**config.mk**
```make
export PLATFORM = sky130hd
export DESIGN_NAME = cla_seq_adder_flat
export DESIGN_NICKNAME = d
export VERILOG_FILES = /design/src/rtl/cla_pkg.sv /design/src/rtl/cla_seq_adder_if.sv /design/src/rtl/cla4_slice.sv /design/src/rtl/cla_seq_adder.sv /design/src/flat_wrapper.sv
export SDC_FILE = /design/constraint.sdc
export NUM_CORES = 1
export LEC_CHECK = 0
export BUFFER_PORTS_ARGS = -buffer_cell sky130_fd_sc_hd__buf_2
export CAP_MARGIN = 20
export CORE_MARGIN = 2
export CORE_UTILIZATION = 45
export CTS_CLUSTER_DIAMETER = 200
export CTS_CLUSTER_SIZE = 14
export DETAILED_ROUTE_END_ITERATION = 10
export PLACE_DENSITY = 0.68
export SYNTH_ARGS = -nofsm -noshare
export SYNTH_HDL_FRONTEND = slang
export SYNTH_SLANG_ARGS = --single-unit
```
**constraint.sdc**
```tcl
create_clock -name clk -period 6.9 [get_ports clk]
set_input_delay 1.035 -clock clk [delete_from_list [all_inputs] [get_ports clk]]
set_output_delay 1.035 -clock clk [all_outputs]
set_load 0.005 [all_outputs]
```
**src/rtl/cla_pkg.sv**
```systemverilog
// Shared types and constants for the sequential carry-lookahead adder.
package cla_pkg;

    localparam int unsigned SLICE_W = 4;

    typedef enum logic [1:0] {
        IDLE,
        RUN,
        DONE
    } cla_state_t;

endpackage

```
**src/rtl/cla_seq_adder_if.sv**
```systemverilog
// Operand/result handshake bundle for cla_seq_adder.
// Optional macro CLA_SEQ_OVF_EN adds the signed-overflow signal ovf.
interface cla_seq_adder_if #(
    parameter int unsigned WIDTH = 16
);

    logic             in_valid;
    logic             in_ready;
    logic [WIDTH-1:0] a;
    logic [WIDTH-1:0] b;
    logic             cin;
    logic             out_valid;
    logic             out_ready;
    logic [WIDTH-1:0] sum;
    logic             cout;
    logic             busy;
`ifdef CLA_SEQ_OVF_EN
    logic             ovf;

    modport master (
        output in_valid, a, b, cin, out_ready,
        input  in_ready, out_valid, sum, cout, busy, ovf
    );

    modport slave (
        input  in_valid, a, b, cin, out_ready,
        output in_ready, out_valid, sum, cout, busy, ovf
    );
`else
    modport master (
        output in_valid, a, b, cin, out_ready,
        input  in_ready, out_valid, sum, cout, busy
    );

    modport slave (
        input  in_valid, a, b, cin, out_ready,
        output in_ready, out_valid, sum, cout, busy
    );
`endif

endinterface

```
**src/rtl/cla4_slice.sv**
```systemverilog
// Combinational 4-bit carry-lookahead slice with fully expanded carries.
module cla4_slice
    import cla_pkg::*;
(
    input  logic [SLICE_W-1:0] a,
    input  logic [SLICE_W-1:0] b,
    input  logic               cin,
    output logic [SLICE_W-1:0] sum,
    output logic               cout,
    output logic               c_msb
);

    logic [SLICE_W-1:0] g;
    logic [SLICE_W-1:0] p;
    logic [SLICE_W:0]   c;

    // Generate/propagate terms and two-level lookahead carries
    always_comb begin
        g    = a & b;
        p    = a ^ b;
        c[0] = cin;
        c[1] = g[0] | (p[0] & cin);
        c[2] = g[1] | (p[1] & g[0]) | (p[1] & p[0] & cin);
        c[3] = g[2] | (p[2] & g[1]) | (p[2] & p[1] & g[0])
             | (p[2] & p[1] & p[0] & cin);
        c[4] = g[3] | (p[3] & g[2]) | (p[3] & p[2] & g[1])
             | (p[3] & p[2] & p[1] & g[0])
             | (p[3] & p[2] & p[1] & p[0] & cin);
        sum   = p ^ c[SLICE_W-1:0];
        cout  = c[4];
        c_msb = c[3];
    end

endmodule

```
**src/rtl/cla_seq_adder.sv**
```systemverilog
// Multi-cycle WIDTH-bit adder: one shared 4-bit CLA slice, one nibble per clock,
// LSB nibble first, with valid/ready handshakes on both sides.
// Optional macro CLA_SEQ_OVF_EN adds a registered signed-overflow output.
module cla_seq_adder
    import cla_pkg::*;
#(
    parameter int unsigned WIDTH = 16
) (
    input logic             clk,
    input logic             rst,
    cla_seq_adder_if.slave  bus
);

    localparam int unsigned NSLICE = WIDTH / SLICE_W;
    localparam int unsigned IDX_W  = (NSLICE > 1) ? $clog2(NSLICE) : 1;

    if ((WIDTH == 0) || ((WIDTH % SLICE_W) != 0)) begin : g_width_chk
        $error("cla_seq_adder: WIDTH must be a nonzero multiple of 4");
    end

    cla_state_t       state_q;
    logic [WIDTH-1:0] a_q;
    logic [WIDTH-1:0] b_q;
    logic [WIDTH-1:0] sum_q;
    logic             carry_q;
    logic [IDX_W-1:0] idx_q;
    logic             cout_q;
    logic             out_valid_q;
    logic             in_ready_q;
    logic             busy_q;
    logic             last_pass;
    logic [IDX_W+1:0] ofs;

    logic [SLICE_W-1:0] slice_sum;
    logic               slice_cout;
    logic               slice_cmsb;

    // Bit offset of the nibble handled this pass
    assign ofs       = {idx_q, 2'b00};
    assign last_pass = (idx_q == IDX_W'(NSLICE - 1));

    cla4_slice u_slice (
        .a     (a_q[ofs +: SLICE_W]),
        .b     (b_q[ofs +: SLICE_W]),
        .cin   (carry_q),
        .sum   (slice_sum),
        .cout  (slice_cout),
        .c_msb (slice_cmsb)
    );

`ifdef CLA_SEQ_OVF_EN
    logic ovf_q;

    // Signed overflow captured on the final pass, held with the result
    always_ff @(posedge clk or posedge rst) begin
        if (rst) begin
            ovf_q <= 1'b0;
        end else if ((state_q == RUN) && last_pass) begin
            ovf_q <= slice_cmsb ^ slice_cout;
        end
    end

    assign bus.ovf = ovf_q;
`else
    logic unused_cmsb;
    assign unused_cmsb = slice_cmsb;
`endif

    // Control FSM and datapath registers
    always_ff @(posedge clk or posedge rst) begin
        if (rst) begin
            state_q     <= IDLE;
            a_q         <= '0;
            b_q         <= '0;
            sum_q       <= '0;
            carry_q     <= 1'b0;
            idx_q       <= '0;
            cout_q      <= 1'b0;
            out_valid_q <= 1'b0;
            in_ready_q  <= 1'b1;
            busy_q      <= 1'b0;
        end else begin
            case (state_q)
                IDLE: begin
                    if (bus.in_valid) begin
                        a_q        <= bus.a;
                        b_q        <= bus.b;
                        carry_q    <= bus.cin;
                        idx_q      <= '0;
                        sum_q      <= '0;
                        in_ready_q <= 1'b0;
                        busy_q     <= 1'b1;
                        state_q    <= RUN;
                    end
                end
                RUN: begin
                    sum_q[ofs +: SLICE_W] <= slice_sum;
                    carry_q               <= slice_cout;
                    idx_q                 <= idx_q + IDX_W'(1);
                    if (last_pass) begin
                        cout_q      <= slice_cout;
                        out_valid_q <= 1'b1;
                        state_q     <= DONE;
                    end
                end
                DONE: begin
                    if (bus.out_ready) begin
                        out_valid_q <= 1'b0;
                        in_ready_q  <= 1'b1;
                        busy_q      <= 1'b0;
                        state_q     <= IDLE;
                    end
                end
                default: begin
                    out_valid_q <= 1'b0;
                    in_ready_q  <= 1'b1;
                    busy_q      <= 1'b0;
                    state_q     <= IDLE;
                end
            endcase
        end
    end

    assign bus.in_ready  = in_ready_q;
    assign bus.out_valid = out_valid_q;
    assign bus.sum       = sum_q;
    assign bus.cout      = cout_q;
    assign bus.busy      = busy_q;

endmodule

```
**src/flat_wrapper.sv**
```systemverilog
// flat-port wrapper written by rule: the top's interface ports become plain ports
module cla_seq_adder_flat import cla_pkg::*;
#(
    parameter int unsigned WIDTH = 16
)
  (clk, rst, bus_in_valid, bus_a, bus_b, bus_cin, bus_out_ready, bus_in_ready, bus_out_valid, bus_sum, bus_cout, bus_busy);
  cla_seq_adder_if #(.WIDTH(WIDTH)) bus_i ();
  input logic clk;
  input logic rst;
  input wire logic [$bits(bus_i.in_valid)-1:0] bus_in_valid;
  input wire logic [$bits(bus_i.a)-1:0] bus_a;
  input wire logic [$bits(bus_i.b)-1:0] bus_b;
  input wire logic [$bits(bus_i.cin)-1:0] bus_cin;
  input wire logic [$bits(bus_i.out_ready)-1:0] bus_out_ready;
  output wire logic [$bits(bus_i.in_ready)-1:0] bus_in_ready;
  output wire logic [$bits(bus_i.out_valid)-1:0] bus_out_valid;
  output wire logic [$bits(bus_i.sum)-1:0] bus_sum;
  output wire logic [$bits(bus_i.cout)-1:0] bus_cout;
  output wire logic [$bits(bus_i.busy)-1:0] bus_busy;
  assign bus_i.in_valid = bus_in_valid;
  assign bus_i.a = bus_a;
  assign bus_i.b = bus_b;
  assign bus_i.cin = bus_cin;
  assign bus_i.out_ready = bus_out_ready;
  assign bus_in_ready = bus_i.in_ready;
  assign bus_out_valid = bus_i.out_valid;
  assign bus_sum = bus_i.sum;
  assign bus_cout = bus_i.cout;
  assign bus_busy = bus_i.busy;
  cla_seq_adder #(.WIDTH(WIDTH)) u_core (.clk(clk), .rst(rst), .bus(bus_i));
endmodule
```
==> flow_summary.yaml, run 1 <==
run_status:
  status: "finished clean"
yosys:
  synthFlopType: "dfrtp_1"
  ys_seq_area_share_pct: 53.87
  syn_nets: 240
  yosysTopAreaCellShare_pct: 52.88
  synthTopCellsByCount: "dfrtp_1, mux2_1, nand2_1"
  syn-cell-area_sq_um: 2650
  synth_area_leaders: "dfrtp_1, mux2_1, mux4_2, ha_1, a22o_1"
  synth.most_common_cell: "dfrtp_1"
  yosys.area.top_type: "dfrtp_1"
  syn-instance-count: 193
  synth_edf_count: 0
  synth_seq_cells: 57
  yosys_warnings: 0
  yosysUniqueCellTypes: 37
  syn_avg_cell_area_sq_um: 13.73
  synthArstFlopShare_pct: 100.0
sta:
  fin_worst_skew_ns: 0.005398
  period_needed_ns: 2.756
  final.setup.tns_ns: 0
  max_freq_mhz: 362.9
  setup_viol: 0
  finalCritPeriodShare_pct: 39.94
  hold_viol: 0
  relSlewSlack_pct: 52.46
  slew_viol_final: 0
  tightestPinTransition_ns: 0.7131
  rsz0062_at_grt: "no"
power_and_ir_drop:
  power_frac_seq_pct: 35.7
  p_leak_nw: 1.521
  switching_share_pct: 37.63
  power_density_nw_per_um2: 538.1
  comb_power_share_pct: 45.4
  ir_drop_mv: 0.2497
  power_frac_clock_pct: 18.9
  p_switching_uw: 647.7
  internal_power_mw: 1.074
drt:
  postRouteAntennaNets: 0
  drc: 0
  wirelength_um: 5252
  num_vias: 1776
  drtIter0Drc: 46
  via_per_inst: 5.349
  first_pass_iters: 4
  wl_per_cell_um: 15.82
global_route:
  grt_pass1_vias: 1865
  track_usage_pct: 18.91
  grt_pass1_wl_um: 9114
  antenna_found_initial: 0
  grt_max_degree: 58
  grt_overflow_total: 0
clock_network:
  cts_resized: 0
  cts_buffer_depth: 2
  clockRootBuffer: "clkbuf_8"
  cts_made_buffers: 9
  cts_tree: "built"
  htree_levels: 3
  holdBufCountCts: 0
  cts.clk_slew.worst_paths_ns: 0.06
  clk_latency_ns: 0.34
  cts_sinks: 57
  cts_setup_buffers: 0
finish:
  drive_gt1_share_pct: 35.38
  nets: 302
  syn_to_final_growth_pct: 20.73
  stdcell_area_sq_um: 3199
  antennaDiodeCount: 0
setup_path:
  r2r-start: "u_core.idx_q[0]$_DFFE_PP0P_"
  worst-path-max-fanout: 15
  startpoint: "u_core.idx_q[0]$_DFFE_PP0P_"
  cp.arrival_ns: 2.96
  worstSetupEndpointType: "flop"
  crit_type: "reg -> reg"
  required_ns: 7.10
  cp-start-kind: "flop"
placed_design:
  dpl.hpwl_um: 3744
  place.gp.congestion: 0.7173
  io_buffers: 56
  postPlaceCellArea_sq_um: 2992
floorplan:
  die-area_sq_um: 6519
  start_util_pct: 47.26
  pin_count: 57
  core.rowCount: 27
  fp.coreArea_sq_um: 5608
  die_w_um: 80.74
  fp.dieH_um: 80.74
worst_hold_path:
  worstHoldStart: "u_core.a_q[13]$_DFFE_PP0P_"
  worstHoldPathType: "reg -> reg"
job:
  cap_viol_max_count: 0
layout by cell type (no fill, tap or decap), types with 2 or more instances in the layout:
cell,Yosys,final
ha_1,9,9
clkbuf_1,1,2
mux4_2,8,8
mux2_1,28,28
inv_1,4,3
clkbuf_8,0,12
o21ai_0,8,8
o31ai_1,2,2
buf_4,4,2
dfrtp_1,56,56
nand2_1,14,14
buf_2,2,56
and3_1,2,2
a21oi_1,4,4
mux2_2,5,5
a21o_1,6,6
nor2b_1,2,2
nand3_1,3,3
a22o_1,12,12
nor2_1,4,4
nand2b_1,2,2
power groups by stage:
stage	Combinational, mW	Clock (mW)	Sequential (mW)
after global routing	0.885	0.349	0.640
after CTS	0.790	0.334	0.618
after detailed placement	0.787	0	0.625
after global placement	0.773	0	0.617
after floorplan	0.645	0	0.559
final	0.781	0.325	0.615
through the flow:
stage | cells | utilization, % | setup WS [ns] | hold WS [ns] | total power [mW]
2_1_floorplan | 193 | - | 4.445 | 0.4524 | 1.204
3_3_place_gp | 316 | 53.35 | 4.153 | 0.4627 | 1.390
3_5_place_dp | 316 | 53.35 | 4.124 | 0.4697 | 1.412
4_1_cts | 332 | 57.05 | 4.109 | 0.4837 | 1.742
5_1_grt | 332 | 57.05 | 3.896 | 0.4897 | 1.875
6_report | 332 | 57.05 | 4.144 | 0.4834 | 1.722
registers in the layout (all words and copies together), names as in the netlist:
register and cells:
u_core.bus.sum 16, u_core.a_q 16, u_core.carry_q 1, u_core.bus.in_ready 1, u_core.b_q 16, u_core.bus.out_valid 1
u_core.idx_q 2, u_core.state_q 2, u_core.bus.busy 1, u_core.bus.cout 1
critical path, cell delays in order (launching register included):
cell and delay [ns]:
dfrtp_1 0.76, mux4_2 0.64, ha_1 0.35, a211oi_1 0.25, nor2_1 0.07, o31ai_1 0.37
o21ai_0 0.17
routing by layer:
metal / global-route usage, % / up-vias / share of wire, %
met3: 6.667 / 7 / 5.7
met2: 29.83 / 50 / 48
met4: 6.610 / 0 / 1.3
li1: - / 840 / -
met5: 0 / - / 0
met1: 24.39 / 879 / 45
cell families after synthesis:
| group | share of synthesized area [%] |
|---|---|
| compound gates | 9.821 |
| xor+xnor | 0.6611 |
| fa+ha+maj | 5.005 |
| buf+inv | 2.219 |
| flops | 53.87 |
| mux | 20.82 |
| simple gates | 7.601 |
worst paths after layout:
path,endpoint,slack (ns),depth (start not counted)
worst max-delay path,u_core.bus.sum[3]$_DFFE_PP0P_,4.14,6
max in group asynchronous,u_core.bus.sum[4]$_DFFE_PP0P_,5.53,3
worst min register to register,u_core.a_q[13]$_DFFE_PP0P_,0.48,1
worst min-delay path,u_core.a_q[13]$_DFFE_PP0P_,0.48,1
worst max register to register,u_core.bus.sum[3]$_DFFE_PP0P_,4.14,6
min in group asynchronous,u_core.a_q[11]$_DFFE_PP0P_,0.90,3
final cells by class:
cell class,instances,area (sq um)
clock inverters,2,35.03
flip-flops and latches,57,1428
fillers,503,2409
multi-input cells,125,1164
repair buffers,58,295.3
clock buffers,14,172.7
inverters,4,15.01
well taps,72,90.09
No activity file was read; power rests on OpenSTA's default activity.
==> run 2: changes to the inputs <==
PLACE_DENSITY = 0.71   (was 0.68)
clock period = 2.38 ns   (was 6.9 ns; I/O delays follow)
==> flow_summary.yaml, run 2 (synthesized netlist as in run 1, its figures left out) <==
placed_design:
  place.gp.congestion: 0.7791
  dpl.hpwl_um: 4005
  place_ws_ns: 0.009690
  postPlaceCellArea_sq_um: 3054
  placed_cells: 322
  io_buffers: 56
drt:
  drtIter0Drc: 74
  postRouteAntennaNets: 0
  via_per_inst: 5.365
  drc: 0
  dr_wl_met3_um: 278
  met2_wirelength_um: 2738
  wirelength_um: 5405
  met1_length_um: 2363
  wl_per_cell_um: 15.90
  num_vias: 1824
  top_layer: "met4"
  first_pass_iters: 4
sta:
  hold_slack_ns: 0.07735
  setup_viol: 0
  relSlewSlack_pct: 62.14
  period_needed_ns: 2.253
  final.setup.tns_ns: 0
  hold_viol: 0
  tightestPinTransition_ns: 0.5670
  fin_ws_ns: 0.1267
  fin_worst_skew_ns: 0.005166
  finalCritPeriodShare_pct: 94.68
  max_freq_mhz: 443.8
  slew_viol_final: 0
floorplan:
  die-area_sq_um: 6519
  die_w_um: 80.74
  fp.dieH_um: 80.74
  start_util_pct: 47.26
  core.rowCount: 27
  fp.coreArea_sq_um: 5608
  pin_count: 57
global_route:
  grt_max_degree: 36
  grt_pass1_vias: 1890
  grt_pass1_wl_um: 9259
  track_usage_pct: 18.97
  antenna_found_initial: 0
  grt_overflow_total: 0
finish:
  final_common_cell: "buf_2"
  nets: 310
  fillers: 478
  stdcell_area_sq_um: 3296
  final_cells: 340
  final_core_util_pct: 58.77
  antennaDiodeCount: 0
  final_cell_mix: "buf_2, dfrtp_1, mux2_1, nand2_1, a22o_1"
  syn_to_final_growth_pct: 24.36
  drive_gt1_share_pct: 39.55
setup_path:
  required_ns: 2.59
  cp-start-kind: "flop"
  crit_type: "reg -> reg"
  worstSetupEndpointType: "flop"
  cp.arrival_ns: 2.46
  worst-path-max-fanout: 6
run_status:
  status: "finished clean"
power_and_ir_drop:
  p_leak_nw: 1.572
  ir_drop_mv: 0.8003
  power_density_nw_per_um2: 1659
  p_total_mw: 5.467
clock_network:
  clockRootBuffer: "clkbuf_8"
  cts.clk_slew.worst_paths_ns: 0.06
  cts_buffer_depth: 2
  holdBufCountCts: 0
  clk_latency_ns: 0.33
  cts_tree: "built"
  htree_levels: 3
  cts_sinks: 57
  cts_made_buffers: 9
job:
  cap_viol_max_count: 0
worst_hold_path:
  worstHoldPathType: "in -> async"
==> run 2: cell types whose count changed in the layout (fill, tap and decap cells not counted), sizes merged <==
cell / delta
buf: +8
clkbuf: -5
clkinv: +4
bufinv: +1
==> run 2: critical path, stage by stage (launching register included) <==
cell       delay, ns
dfrtp_2         0.43
buf_4           0.16
mux4_2          0.49
ha_1            0.35
a21o_1          0.21
a2bb2oi_2       0.20
nor2b_1         0.20
o21ai_0         0.10
==> run 2: cell type report <==
cell class | instances | area [sq um] | area share (%)
inverter | 4 | 15.01 | 0.4556
clock inverter | 7 | 85.08 | 2.582
timing repair buffer | 66 | 367.9 | 11.16
clock buffer | 9 | 123.9 | 3.759
multi-input combinational | 125 | 1184 | 35.92
sequential | 57 | 1430 | 43.39
tap | 72 | 90.09 | 2.733
==> run 2: path summary, 6_finish.rpt <==
check	start	end	slack [ns]	cells after the start
worst max register to register	u_core.idx_q[0]$_DFFE_PP0P_	u_core.bus.cout$_DFFE_PP0P_	0.13	7
worst min-delay path	rst	u_core.bus.busy$_DFFE_PP0P_	0.08	2
min in group clk	bus_a[6]	u_core.a_q[6]$_DFFE_PP0P_	0.24	2
worst max-delay path	u_core.idx_q[0]$_DFFE_PP0P_	u_core.bus.cout$_DFFE_PP0P_	0.13	7
worst min register to register	u_core.a_q[15]$_DFFE_PP0P_	u_core.a_q[15]$_DFFE_PP0P_	0.48	1
max in group asynchronous	rst	u_core.idx_q[0]$_DFFE_PP0P_	1.73	3
==> run 2: timing repair <==
item / in CTS / in global routing
resized for setup: 1 / 4
buffers inserted: 0 / 2
setup endpoints to repair: 2 / 6
==> run 2: power breakdown <==
part	internal [mW]	switching, mW	leakage (nW)	total, mW
clock	0.579	0.377	0.113	0.956
combinational	1.37	1.40	0.760	2.76
sequential	1.42	0.324	0.699	1.75
==> run 2: per-layer routing <==
layer / track usage (%) / up-vias
li1: - / 850
met1: 22.99 / 921
met2: 32.17 / 51
met3: 7.778 / 2
met4: 3.729 / 0
met5: 0 / -
==> run 3: changes to the inputs <==
BUFFER_PORTS_ARGS = -buffer_cell sky130_fd_sc_hd__buf_4   (was -buffer_cell sky130_fd_sc_hd__buf_2)
==> flow_summary.yaml, run 3 (synthesized netlist as in run 1, its figures left out) <==
run_status:
  status: "finished clean"
setup_path:
  startpoint: "u_core.idx_q[0]$_DFFE_PP0P_"
  cp.depth: 8
  ff2ff_setup_slack_ns: 0.11
  cp-start-kind: "flop"
  cp_slowest_cell: "mux4_2"
  cp.arrival_ns: 2.49
  r2r-start: "u_core.idx_q[0]$_DFFE_PP0P_"
  r2r_cells: 8
  crit_buf_inv: 2
  rr_endpoint: "u_core.bus.sum[3]$_DFFE_PP0P_"
  required_ns: 2.59
  worst-path-max-fanout: 4
  crit_top_cell: "buf_4"
  worstSetupEndpointType: "flop"
  path_cells: "buf_4, mux4_2, buf_4, ha_1, a211oi_2, nor2_1, o31ai_2, o21ai_0"
  crit_family: "compound AO/OA/AOI/OAI gates"
  endpoint: "u_core.bus.sum[3]$_DFFE_PP0P_"
  crit_type: "reg -> reg"
  slowest_delay_ns: 0.54
sta:
  hold_slack_ns: 0.06776
  fin_ws_ns: 0.1058
  final.setup.tns_ns: 0
  max_freq_mhz: 439.7
  tightestPinTransition_ns: 0.4641
  relSlewSlack_pct: 68.98
  hold_viol: 0
  slew_viol_final: 0
  finalCritPeriodShare_pct: 95.56
  period_needed_ns: 2.274
  setup_viol: 0
  rsz0062_at_grt: "no"
  fin_worst_skew_ns: 0.006397
clock_network:
  cts_tree: "built"
  cts.clk_slew.worst_paths_ns: 0.06
  holdBufCountCts: 0
  htree_levels: 3
  cts_buffer_depth: 2
  clockRootBuffer: "clkbuf_8"
  cts_made_buffers: 9
  clk_latency_ns: 0.34
  cts_sinks: 57
drt:
  via_per_inst: 5.313
  num_vias: 1801
  wirelength_um: 5242
  first_pass_iters: 4
  drc: 0
  postRouteAntennaNets: 0
  wl_per_cell_um: 15.46
  drtIter0Drc: 54
placed_design:
  postPlaceCellArea_sq_um: 3194
  dpl.hpwl_um: 3826
  place_ws_ns: 0.04782
  io_buffers: 56
  place.gp.congestion: 0.8012
global_route:
  grt_pass1_wl_um: 8797
  grt_overflow_total: 0
  grt_max_degree: 58
  track_usage_pct: 18.46
  antenna_found_initial: 0
  grt_pass1_vias: 1838
power_and_ir_drop:
  ir_drop_mv: 0.8244
  power_density_nw_per_um2: 1606
  p_total_mw: 5.543
  p_leak_nw: 1.606
floorplan:
  die-area_sq_um: 6519
  die_w_um: 80.74
  start_util_pct: 47.26
  core.rowCount: 27
  fp.dieH_um: 80.74
  pin_count: 57
  fp.coreArea_sq_um: 5608
finish:
  syn_to_final_growth_pct: 30.26
  stdcell_area_sq_um: 3452
  final_common_cell: "buf_4"
  nets: 309
  final_cell_mix: "buf_4, dfrtp_1, mux2_1, nand2_1, clkbuf_8"
  antennaDiodeCount: 0
  drive_gt1_share_pct: 38.95
worst_hold_path:
  worstHoldPathType: "in -> async"
job:
  cap_viol_max_count: 0
[run 3: timing repair]
action | 4_1_cts | 5_1_grt
pin swaps | 0 | 1
setup buffers | 1 | 0
cloned | 0 | 0
setup endpoints to repair | 1 | 3
resized for setup | 0 | 4
[run 3: power breakdown]
part / leakage [nW] / switching (mW) / internal, mW
sequential: 0.702 / 0.303 / 1.42
clock: 0.116 / 0.370 / 0.627
combinational: 0.788 / 1.38 / 1.44
[run 3: metal layers]
metal | GRT usage, % | wire [um]
met5 | 0 | 0
met4 | 8.644 | 104
met3 | 5.444 | 287
met2 | 30.58 | 2645
met1 | 22.27 | 2204
[run 3: stage by stage]
| stage | std cells | utilization [%] |
|---|---|---|
| finish | 339 | 61.56 |
| global route | 339 | 61.56 |
| CTS | 339 | 61.13 |
| detailed placement | 322 | 56.96 |
| global placement | 322 | 56.96 |
| floorplan | 193 | - |
[run 3: area by class of cell]
cell class,count,area (sq um)
Sequential cell,57,1428
Clock buffer,15,196.4
Timing Repair Buffer,65,500.5
Fill cell,464,2156
Multi-Input combinational cell,125,1192
Inverter,4,15.01
Clock inverter,1,30.03
Tap cell,72,90.09
[run 3: worst min-delay path by stage]
stage / startpoint / endpoint / slack, ns / depth (start not counted)
after floorplan: u_core.a_q[5]$_DFFE_PP0P_ / u_core.a_q[5]$_DFFE_PP0P_ / 0.45 / 1
after global placement: rst / u_core.bus.busy$_DFFE_PP0P_ / 0.42 / 3
after detailed placement: rst / u_core.bus.busy$_DFFE_PP0P_ / 0.44 / 3
after CTS: rst / u_core.bus.busy$_DFFE_PP0P_ / 0.07 / 3
after global routing: rst / u_core.bus.busy$_DFFE_PP0P_ / 0.1 / 3
final: rst / u_core.bus.busy$_DFFE_PP0P_ / 0.07 / 3
[run 3: worst reg2reg max path: cells and delay by family (launching register included)]
| family | cells | cell delay [ns] |
|---|---|---|
| AOI/OAI and AO/OA | 3 | 0.65 |
| muxes | 1 | 0.54 |
| DFF | 1 | 0.35 |
| buffers and inverters | 2 | 0.31 |
| adders and majority gates | 1 | 0.21 |
| and+or+nand+nor | 1 | 0.08 |
